`src/rtl/adc_frame_uplink.sv`:
```
// adc_frame_uplink: captures a burst of 10-bit ADC samples and streams each one
// to the host through the JTAG UART data register as two tagged bytes
// (LSB tag 3'b000, MSB tag 3'b111), waiting for a per-sample ack byte.
//
// state      | meaning
// -----------+----------------------------------------------------------
// S_IDLE     | waiting for start
// S_CAPTURE  | storing sample_valid strobes until the buffer is full
// S_SEND_LSB | Avalon write of {3'b000, sample[4:0]}
// S_SEND_MSB | Avalon write of {3'b111, sample[9:5]}
// S_WAIT_ACK | polling the data register for an ack byte, timeout running
// S_DONE     | one-cycle done pulse after the last ack
// S_ERROR    | retries exhausted; sticky until start or reset
module adc_frame_uplink #(
  parameter int DEPTH       = 32,
  parameter int ACK_TIMEOUT = 50000000,
  parameter int MAX_RETRY   = 3
) (
  input  logic                     i_clk,
  input  logic                     i_reset_n,
  input  logic                     i_start,
  input  logic                     i_sample_valid,
  input  logic [9:0]               i_sample_data,
  output logic                     o_av_write,
  output logic                     o_av_read,
  output logic [31:0]              o_av_writedata,
  input  logic [31:0]              i_av_readdata,
  input  logic                     i_av_waitrequest,
  output logic                     o_busy,
  output logic                     o_done,
  output logic                     o_error,
  output logic [$clog2(DEPTH):0]   o_captured,
  output logic [$clog2(DEPTH)-1:0] o_tx_index
);

  localparam int AW = $clog2(DEPTH);
  localparam int TW = (ACK_TIMEOUT > 1) ? $clog2(ACK_TIMEOUT) : 1;
  localparam int RW = $clog2(MAX_RETRY + 1);
  localparam logic [AW:0]   CAP_LAST  = (AW+1)'(DEPTH - 1);
  localparam logic [AW-1:0] IDX_LAST  = AW'(DEPTH - 1);
  localparam logic [TW-1:0] TO_LAST   = TW'(ACK_TIMEOUT - 1);
  localparam logic [RW-1:0] RETRY_MAX = RW'(MAX_RETRY);

  typedef enum logic [2:0] {
    S_IDLE, S_CAPTURE, S_SEND_LSB, S_SEND_MSB, S_WAIT_ACK, S_DONE, S_ERROR
  } state_t;

  state_t        r_state;
  logic [9:0]    r_buf [DEPTH];
  logic [AW:0]   r_captured;
  logic [AW-1:0] r_tx_index;
  logic [RW-1:0] r_retry;
  logic [TW-1:0] r_timer;
  logic          r_av_write;
  logic          r_av_read;
  logic [7:0]    r_byte;
  logic          r_busy;
  logic          r_done;
  logic          r_error;

  logic [9:0]    w_sample;
  logic [7:0]    w_lsb_byte;
  logic [7:0]    w_msb_byte;
  logic          w_cap_we;
  logic          w_rd_xfer;
  logic          w_ack;
  logic          w_timeout;
  logic [RW-1:0] w_retry_next;
  logic          w_unused_rd;

  assign w_sample     = r_buf[r_tx_index];
  assign w_lsb_byte   = {3'b000, w_sample[4:0]};
  assign w_msb_byte   = {3'b111, w_sample[9:5]};
  assign w_cap_we     = (r_state == S_CAPTURE) && i_sample_valid;
  assign w_rd_xfer    = r_av_read && !i_av_waitrequest;
  assign w_ack        = i_av_readdata[15] && (i_av_readdata[7:6] == 2'b10);
  assign w_timeout    = (r_timer == TO_LAST);
  assign w_retry_next = r_retry + 1'b1;
  // Only RVALID and the tag bits of the received byte matter here.
  assign w_unused_rd  = ^{i_av_readdata[31:16], i_av_readdata[14:8], i_av_readdata[5:0]};

  assign o_av_write     = r_av_write;
  assign o_av_read      = r_av_read;
  assign o_av_writedata = {24'h000000, r_byte};
  assign o_busy         = r_busy;
  assign o_done         = r_done;
  assign o_error        = r_error;
  assign o_captured     = r_captured;
  assign o_tx_index     = r_tx_index;

  // Sample buffer; contents are don't-care after reset so it carries no reset.
  always_ff @(posedge i_clk) begin
    if (w_cap_we) r_buf[r_captured[AW-1:0]] <= i_sample_data;
  end

  // Sequencer: capture, byte writes, ack polling with timeout/retry.
  always_ff @(posedge i_clk or negedge i_reset_n) begin
    if (!i_reset_n) begin
      r_state    <= S_IDLE;
      r_captured <= '0;
      r_tx_index <= '0;
      r_retry    <= '0;
      r_timer    <= '0;
      r_av_write <= 1'b0;
      r_av_read  <= 1'b0;
      r_byte     <= 8'h00;
      r_busy     <= 1'b0;
      r_done     <= 1'b0;
      r_error    <= 1'b0;
    end else begin
      r_done <= 1'b0;
      case (r_state)
        S_IDLE, S_ERROR: begin
          if (i_start) begin
            r_captured <= '0;
            r_tx_index <= '0;
            r_retry    <= '0;
            r_error    <= 1'b0;
            r_busy     <= 1'b1;
            r_state    <= S_CAPTURE;
          end
        end
        S_CAPTURE: begin
          if (i_sample_valid) begin
            r_captured <= r_captured + 1'b1;
            if (r_captured == CAP_LAST) r_state <= S_SEND_LSB;
          end
        end
        // Write is raised one cycle after entry, which gives the mandatory
        // idle cycle between back-to-back writes and after a read.
        S_SEND_LSB: begin
          if (!r_av_write) begin
            r_av_write <= 1'b1;
            r_byte     <= w_lsb_byte;
          end else if (!i_av_waitrequest) begin
            r_av_write <= 1'b0;
            r_state    <= S_SEND_MSB;
          end
        end
        S_SEND_MSB: begin
          if (!r_av_write) begin
            r_av_write <= 1'b1;
            r_byte     <= w_msb_byte;
          end else if (!i_av_waitrequest) begin
            r_av_write <= 1'b0;
            r_timer    <= '0;
            r_state    <= S_WAIT_ACK;
          end
        end
        S_WAIT_ACK: begin
          // Saturating: an expiry seen during a stalled read is held until
          // that read finishes.
          if (!w_timeout) r_timer <= r_timer + 1'b1;
          if (w_rd_xfer) r_av_read <= 1'b0;
          if (w_rd_xfer && w_ack) begin
            r_retry <= '0;
            if (r_tx_index == IDX_LAST) begin
              r_done  <= 1'b1;
              r_state <= S_DONE;
            end else begin
              r_tx_index <= r_tx_index + 1'b1;
              r_state    <= S_SEND_LSB;
            end
          end else if (w_timeout && (!r_av_read || w_rd_xfer)) begin
            r_retry <= w_retry_next;
            if (w_retry_next == RETRY_MAX) begin
              r_error <= 1'b1;
              r_busy  <= 1'b0;
              r_state <= S_ERROR;
            end else begin
              r_state <= S_SEND_LSB;
            end
          end else if (!r_av_read) begin
            r_av_read <= 1'b1;
          end
        end
        S_DONE: begin
          r_busy  <= 1'b0;
          r_state <= S_IDLE;
        end
        default: r_state <= S_IDLE;
      endcase
    end
  end

endmodule

```
`config.mk`:
```
export PLATFORM = sky130hd
export DESIGN_NAME = adc_frame_uplink
export DESIGN_NICKNAME = d
export VERILOG_FILES = /design/src/rtl/adc_frame_uplink.sv
export SDC_FILE = /design/constraint.sdc
export NUM_CORES = 1
export LEC_CHECK = 0
export CAP_MARGIN = 40
export CORE_AREA = 10 10 182 184
export CTS_CLUSTER_DIAMETER = 120
export CTS_CLUSTER_SIZE = 28
export DETAILED_ROUTE_END_ITERATION = 12
export DIE_AREA = 0 0 192 194
export PLACE_DENSITY_LB_ADDON = 0.12
export SYNTH_ARGS = -nofsm -noshare
export SYNTH_HDL_FRONTEND = slang
export SYNTH_SLANG_ARGS = --single-unit
```
`constraint.sdc`:
```
create_clock -name i_clk -period 2.2 [get_ports i_clk]
set_input_delay 0.44 -clock i_clk [delete_from_list [all_inputs] [get_ports i_clk]]
set_output_delay 0.44 -clock i_clk [all_outputs]
set_load 0.05 [all_outputs]
```
; Word-level counts from Yosys, hierarchy flattened
; Memory sizes are Yosys's and may differ from the RTL's.
; Index checks and enable logic that the tools add are counted.
; W data, S select, Z words.
[totals]
mem_count = 1
out_inout_bits = 48
mem_bits_rw = 320
elab_cells = 118
input_bits = 47
ff_bits = 55
[classes]
n_addsub = 4
n_eq_ne = 27
muxes = 51
reduce_logical = 24
[mem_list]
columns = name, depth, word_bits, read_ports, rd_ports_with_merged_regs, write_ports, line
row1 = r_buf, 32, 10, 1, 0, 1, 49  ; logic [9:0] r_buf [DEPTH];
[op_table]
columns = op, n
row1 = $mux W26, 3
row2 = $pmux W26 S2, 1
row3 = $mux W3, 11
row4 = $ne A2 B2 Y1 const B, 14
row5 = $add A26 B1 Y26 const B, 1
row6 = $eq A26 B26 Y1 const B, 1
row7 = $mux W1, 19
row8 = $mux W8, 2
row9 = $pmux W8 S2, 1
row10 = $mux W5, 3
row11 = $pmux W3 S5, 1
row12 = $mux W6, 2
row13 = $pmux W6 S2, 1
row14 = $pmux W5 S2, 1
row15 = $reduce_and A5 Y1, 2
row16 = $eq A3 B3 Y1 const B, 3
row17 = $reduce_and A3 Y1, 3
row18 = $reduce_and A4 Y1, 2
row19 = $reduce_and A8 Y1, 1
row20 = $reduce_bool A2 Y1, 4
row21 = $add A6 B1 Y6 const B, 1
row22 = $eq A3 B2 Y1 const B, 2
row23 = $eq A6 B5 Y1 const B, 1
row24 = $mux W2, 3
row25 = 16 further kinds, 23

; Longest topological paths before layout
; Gate-level depths: netlist (run 1).
[depth]
word_depth = 7
depth_mapped = 10
ltp_nobuf = 7

; Worst setup path before layout (run 1)
; No wires, ideal clock.
[synth_path]
kind = reg-to-reg
start = register r_tx_index[0], in the netlist o_tx_index[0]
end = register r_byte[3]
required_ps = 2074
slack_ps = -528
path_buffers = 5
arrival_time_ps = 2602
period_less_slack_ps = 2728
setup_time_ps = 126
path_stages_with_launch = 11
path_cell_list = dfrtp_1 -> buf_2 -> buf_4 -> buf_4 -> buf_4 -> buf_2 -> mux2i_1 -> a22oi_1 -> a22oi_1 -> nand3_1 -> a221o_1
[synth_via]
elab_chain_cells = 3
elab_cells_between_ends = 4
[synth_lines]
columns = item, line
row1 = "start, declared", 51  ; logic [AW-1:0] r_tx_index;
row2 = "start signal, assigned", 161  ; r_tx_index <= r_tx_index + 1'b1;
row3 = $mem_v2 Z32 W10 *, --
row4 = "$mux W8, on equally long branches", "141, 132"
row5 = $pmux W8 S2 *, 112  ; case (r_state)
row6 = "end signal, assigned", 134  ; r_byte <= w_lsb_byte;
row7 = "end signal, assigned", 143  ; r_byte <= w_msb_byte;
row8 = "end, declared", 56  ; logic [7:0] r_byte;
; Every way passes the cells marked *; elsewhere a longest branch is shown, timed or not. The select of a mux whose other input is x is not followed.
; A chain may end at the register's enable or synchronous reset.

; Worst setup path in the final report (run 1)
[layout_path]
start = register r_timer[8]
end = register r_timer[5]
[layout_via]
elab_chain_cells = 3
[layout_lines]
columns = item, line
row1 = "start, declared", 53  ; logic [TW-1:0] r_timer;
row2 = "start signal, assigned", 153  ; if (!w_timeout) r_timer <= r_timer + 1'b1;
row3 = $eq A26 B26 Y1, 77  ; assign w_timeout = (r_timer == TO_LAST);
row4 = $ne A2 B2 Y1 (no source line), --
row5 = $reduce_and A4 Y1 (no source line), --
; No other way between the ends.

==> results of run 1 <==
power by group through the flow:
stage          combinational, W  clock (W)  sequential [W]
2_1_floorplan           0.00152          0         0.00884
3_3_place_gp            0.00289          0         0.00853
3_5_place_dp            0.00294          0         0.00854
4_1_cts                 0.00293    0.00365         0.00838
5_1_grt                 0.00329    0.00389         0.00845
6_report                0.00306    0.00356         0.00841
repair_timing:
action / CTS / global route
hold buffers: 1 / 0
resized for setup: 14 / 53
endpoints found under the setup margin: 22 / 50
gates cloned: 1 / 3
buffers inserted: 2 / 4
pin swaps: 1 / 33
hold endpoints to repair: 19 / 0
cell families after synthesis:
kind of cell               after synthesis  synth area share, %
adders and majority gates                8                0.638
xor gates and xnor gates                 6                0.335
buffers and inverters                   86                 3.10
AOI/OAI and AO/OA                      135                 6.55
and+or+nand+nor                        213                 7.16
other                                    1               0.0239
DFF                                    373                 69.7
muxes                                  126                 12.5
through the flow:
stage | total power (W) | TNS [ns] | instance area, µm²
3_5_place_dp | 0.0115 | -0.969 | 17500
2_1_floorplan | 0.0104 | -0.904 | 15900
3_3_place_gp | 0.0114 | -0.785 | 17500
5_1_grt | 0.0156 | -5.41 | 18300
6_report | 0.0150 | -3.34 | 18300
4_1_cts | 0.0150 | -1.40 | 18100
worst max path at each step:
stage	start	end	slack, ns
after global placement	o_tx_index[0]	r_byte[1]	-0.13
final	r_timer[8]	r_timer[5]	-0.19
after global routing	r_timer[8]	r_timer[5]	-0.26
after detailed placement	o_tx_index[0]	r_byte[1]	-0.16
after floorplan	o_tx_index[0]	r_byte[0]	-0.17
after CTS	o_tx_index[0]	r_byte[0]	-0.17
per-layer routing:
metal  vias up  track usage [%]  part of all wire (%)
met3        45             2.64                   6.5
met1      4492             26.5                    45
li1       4042                -                     -
met2       272             28.2                    47
met4         0             3.72                   1.9
met5         -                0                     0
flip-flops by register name, summed over array words and instances (netlist names):
register	flops
o_av_read	1
o_av_write	1
o_busy	1
o_captured	6
o_done	1
o_error	1
o_tx_index	5
r_buf	320
r_byte	6
r_retry	2
r_state	3
r_timer	26
cells in the final DEF, fill, tap and decap left out, types with 8 or more instances in the layout:
master	instances
or4_4	8
nor2b_1	11
inv_1	12
nor2_1	55
clkdlybuf4s50_1	19
a22oi_1	26
nand4_1	10
nor2_2	8
ha_1	8
clkbuf_16	18
dfrtp_1	50
o211ai_1	16
dlygate4sd2_1	10
mux4_2	55
clkbuf_1	11
buf_4	137
mux2i_1	65
buf_12	17
conb_1	24
a21oi_1	11
edfxtp_1	320
nand3_1	24
a221oi_1	10
nand2_1	37
cell type report:
| type | instances | area, µm² | area share (%) |
|---|---|---|---|
| tap | 390 | 488 | 2.67 |
| clock buffer | 28 | 467 | 2.55 |
| multi-input combinational | 512 | 4530 | 24.8 |
| inverter | 12 | 45.0 | 0.247 |
| clock inverter | 1 | 20.0 | 0.110 |
| sequential | 373 | 10900 | 59.9 |
| timing repair buffer | 193 | 1780 | 9.74 |
==> flow_metrics.tcl, run 1 <==
set metrics [dict create \
    crit_fanout 7 \
    rows 63 \
    yosysMostFrequentCell "edfxtp_1" \
    num_antenna_cells 0 \
    switching_share_pct 28.7 \
    r2r_slack_ns -0.19 \
    yosysUniqueCellTypes 67 \
    hp-class "primary input to async pin" \
    insertion_delay_ns 0.51 \
    cts_buffer_depth 3 \
    cts_buffers 17 \
    hold_viol 0 \
    regToRegStartpoint "r_timer[8]" \
    outcome "finished with violations" \
    via_per_inst 5.87 \
    ys_warn_count 0 \
    critPathBufInv 2 \
    synth_edf_count 320 \
    setup_ws_ns -0.192 \
    leakage_nw 6.09 \
    nNetsFinal 1164 \
    stdcell_count 1509 \
    internal_power_w 0.0107 \
    path_cells "or4_4, or4_4, o31ai_4, buf_4, buf_8, or4_2, a21oi_1" \
    tritoncts "done" \
    tightest_slew_ns 0.529 \
    start_util_pct 53.3 \
    drt_pass1_iterations 7 \
    fin_crit_ns 2.39 \
    wl_per_cell_um 23.0 \
    syn_to_final_growth_pct 16.5 \
    holdWs_ns 0.424 \
    hpwl_um 23600 \
    die_w_um 192 \
    period_share_pct 109 \
    finalWirelength_um 34700 \
    powerDensity_mw_per_mm2 823 \
    synth_top_cell_by_area "edfxtp_1" \
    r2r-end "r_timer[5]" \
    worst_setup_path_end_kind "flop" \
    clock_sinks 373 \
    grt_pass1_wl_um 52300 \
    vias 8851 \
    die_h_um 194 \
    grt_setup_unrepaired "true" \
    clock_skew_ns 0.0248 \
    crit_path_frequent_cell "or4_4" \
    seq_power_share_pct 56.0 \
    reg2regPathDepth 7 \
    antenna_found_initial 0 \
    grt_max_degree 33 \
    worstPathRequired_ns 2.60 \
    power_frac_comb_pct 20.3 \
    final_antenna_net_count 0 \
    criticalPathCategory "flop to flop" \
    cpPeakStageDelay_ns 0.58 \
    synthTopCellsByCount "320 x edfxtp_1, 65 x mux2i_1, 63 x nor2_1" \
    ys_seq_area_share_pct 69.7 \
    critPathTopFamily "simple AND/OR/NAND/NOR gates" \
    fmax_mhz 418 \
    syn_area_mm2 0.0157 \
    synth.top_cell.area_share_pct 61.3 \
    power_frac_clock_pct 23.7 \
    cp.arrival_ns 2.79 \
    drt_iter0_drc 716 \
    htreeDepth 1 \
    finalMaxSlewViolations 0 \
    setup_violations 29 \
    syn_avg_cell_area_um2 16.5 \
    port_buffers 41 \
    syn-instance-count 948 \
    vdd_drop_max_mv 0.467 \
    die_area_mm2 0.0372 \
    core_area_mm2 0.0294 \
    synth_area_leaders "edfxtp_1 61%, dfrtp_1 8.5%, mux4_2 7.9%" \
    drv_cap 0 \
    cts-root-buf "clkbuf_16" \
    dp.cells 1471 \
    grt_pass1_vias 8684 \
    ys_seq_elements 373 \
    layout-drive-gt1-share_pct 27.1 \
    path_clk_slew_ns 0.12 \
    ioPinCount 95 \
    synthFlopType "edfxtp_1" \
    grt_usage_pct 18.1 \
    critPathSlowestCell "or4_4" \
    slew_headroom_pct 64.7 \
    pre_cts_ws_ns -0.161 \
    p_sw_w 0.00431 \
    overflow 0 \
    final_util_pct 62.1 \
    start_kind "flop" \
    drc 0 \
    violations "setup timing" \
    async_flop_share_pct 14.2 \
    crit_cells 7 \
    n_fill_cell 2157 \
    gp_congestion 0.872 \
]
No activity file was read; power rests on OpenSTA's default activity.
==> run 2: changes to the inputs <==
--- a/config.mk
+++ b/config.mk
@@ -8,10 +8,10 @@
 export CAP_MARGIN = 40
 export CORE_AREA = 10 10 182 184
 export CTS_CLUSTER_DIAMETER = 120
-export CTS_CLUSTER_SIZE = 28
 export DETAILED_ROUTE_END_ITERATION = 12
 export DIE_AREA = 0 0 192 194
 export PLACE_DENSITY_LB_ADDON = 0.12
+export RECOVER_POWER = 50
 export SYNTH_ARGS = -nofsm -noshare
 export SYNTH_HDL_FRONTEND = slang
 export SYNTH_SLANG_ARGS = --single-unit
==> flow_metrics.tcl, run 2 (synthesized netlist as in run 1, its figures left out) <==
set metrics [dict create \
    outcome "finished with violations" \
    violations "setup timing" \
    setup_ws_ns -0.172 \
    crit_fanout 7 \
    overflow 0 \
    leakage_nw 6.44 \
    largest_register_ffs 320 \
    clock_skew_ns 0.0107 \
    syn_to_final_growth_pct 21.2 \
    path_clk_slew_ns 0.06 \
    period_share_pct 108 \
    final_antenna_net_count 0 \
    power_frac_comb_pct 17.1 \
    core_area_mm2 0.0294 \
    criticalPathCategory "flop to flop" \
    wl_per_cell_um 22.9 \
    grt_usage_pct 18.5 \
    seq_power_share_pct 47.2 \
    cts-root-buf "clkbuf_16" \
    hp-class "flop to flop" \
    antenna_found_initial 0 \
    worstPathRequired_ns 2.60 \
    final_util_pct 64.7 \
    drc 0 \
    layout-drive-gt1-share_pct 29.1 \
    regToRegStartpoint "o_tx_index[0]" \
    grt_pass1_wl_um 53300 \
    seq_area_mm2 0.0109 \
    rows 63 \
    vdd_drop_max_mv 0.582 \
    clock_sinks 373 \
    n_fill_cell 2076 \
    cts_buffer_depth 3 \
    cp.arrival_ns 2.78 \
    tns_ns -1.62 \
    finalMaxSlewViolations 0 \
    drv_cap 0 \
    multi_input_area_mm2 0.00455 \
    cts_buffers 39 \
    grt_pass1_vias 8955 \
    die_w_um 192 \
    internal_power_w 0.0130 \
    hold_viol 0 \
    drt_iter0_drc 716 \
    layout_common_cells "320 x edfxtp_1, 126 x buf_4, 65 x mux2i_1" \
    powerDensity_mw_per_mm2 939 \
    final_common_cell "edfxtp_1" \
    grt_setup_unrepaired "true" \
    slew_headroom_pct 1.79 \
    tightest_slew_ns 1.47 \
    nNetsFinal 1185 \
    switching_share_pct 27.0 \
    setup_violations 23 \
    hpwl_um 23600 \
    fmax_mhz 422 \
    tritoncts "done" \
    ioPinCount 95 \
    grt_max_degree 33 \
    finalWirelength_um 35500 \
    power_frac_clock_pct 35.7 \
    crit_start "o_tx_index[0]" \
    port_buffers 41 \
    holdCritStartpoint "o_error" \
    num_antenna_cells 0 \
    drt_pass1_iterations 5 \
    p_sw_w 0.00482 \
    insertion_delay_ns 0.52 \
    start_util_pct 53.3 \
    htreeDepth 2 \
    start_kind "flop" \
    gp_congestion 0.872 \
    via_per_inst 5.76 \
    worst_setup_path_end_kind "flop" \
    fin_crit_ns 2.37 \
    die_h_um 194 \
    die_area_mm2 0.0372 \
    vias 8922 \
]
-- run 2: cell type report --
type,count,area share [%]
Clock buffer,46,5.38
Inverter,12,0.237
Sequential cell,373,57.6
Multi-Input combinational cell,512,24.0
Tap cell,390,2.57
Clock inverter,23,1.19
Timing Repair Buffer,192,9.11
-- run 2: metal layers --
layer / part of all wire (%) / up-vias / GRT usage (%)
met5: 0 / - / 0
met4: 2.8 / 0 / 5.72
met3: 6.3 / 72 / 2.91
met2: 47 / 263 / 28.3
met1: 44 / 4479 / 26.6
li1: - / 4108 / -
-- run 2: path summary, 6_finish.rpt --
path | to | slack (ns) | cells after the start
max | r_byte[1] | -0.17 | 6
min | o_error | 0.52 | 2
max reg2reg | r_byte[1] | -0.17 | 6
min reg2reg | o_error | 0.52 | 2
max in group asynchronous | o_tx_index[0] | 0.38 | 3
min in group asynchronous | o_av_write | 0.65 | 2
-- run 2: power by group through the flow --
stage | sequential, W | combinational, W | clock, W
finish | 0.00842 | 0.00305 | 0.00637
global route | 0.00847 | 0.00328 | 0.00676
CTS | 0.00839 | 0.00291 | 0.00651
detailed placement | 0.00854 | 0.00294 | 0
global placement | 0.00853 | 0.00289 | 0
floorplan | 0.00884 | 0.00152 | 0
-- run 2: timing repair --
item | CTS | global route
setup buffers | 0 | 3
setup endpoints to repair | 18 | 36
hold buffers | 1 | 0
pin swaps | 0 | 28
cloned | 0 | 4
hold endpoints to repair | 19 | 0
resized for setup | 13 | 42
-- run 2: critical path, stage by stage (launching register included) --
cell	delay [ns]
dfrtp_4	0.48
buf_12	0.16
mux4_2	0.54
mux4_2	0.55
o22ai_2	0.19
nor4_1	0.08
a221o_1	0.26
-- run 2: metrics by stage --
step	instance area, µm²	hold WS [ns]	setup slack (ns)	cells	power [W]
floorplan	15900	0.144	-0.175	971	0.0104
detailed placement	17500	0.436	-0.161	1471	0.0115
CTS	18800	0.426	-0.164	1541	0.0178
global route	19000	0.561	-0.190	1548	0.0185
global placement	17500	0.438	-0.132	1471	0.0114
finish	19000	0.516	-0.172	1548	0.0178
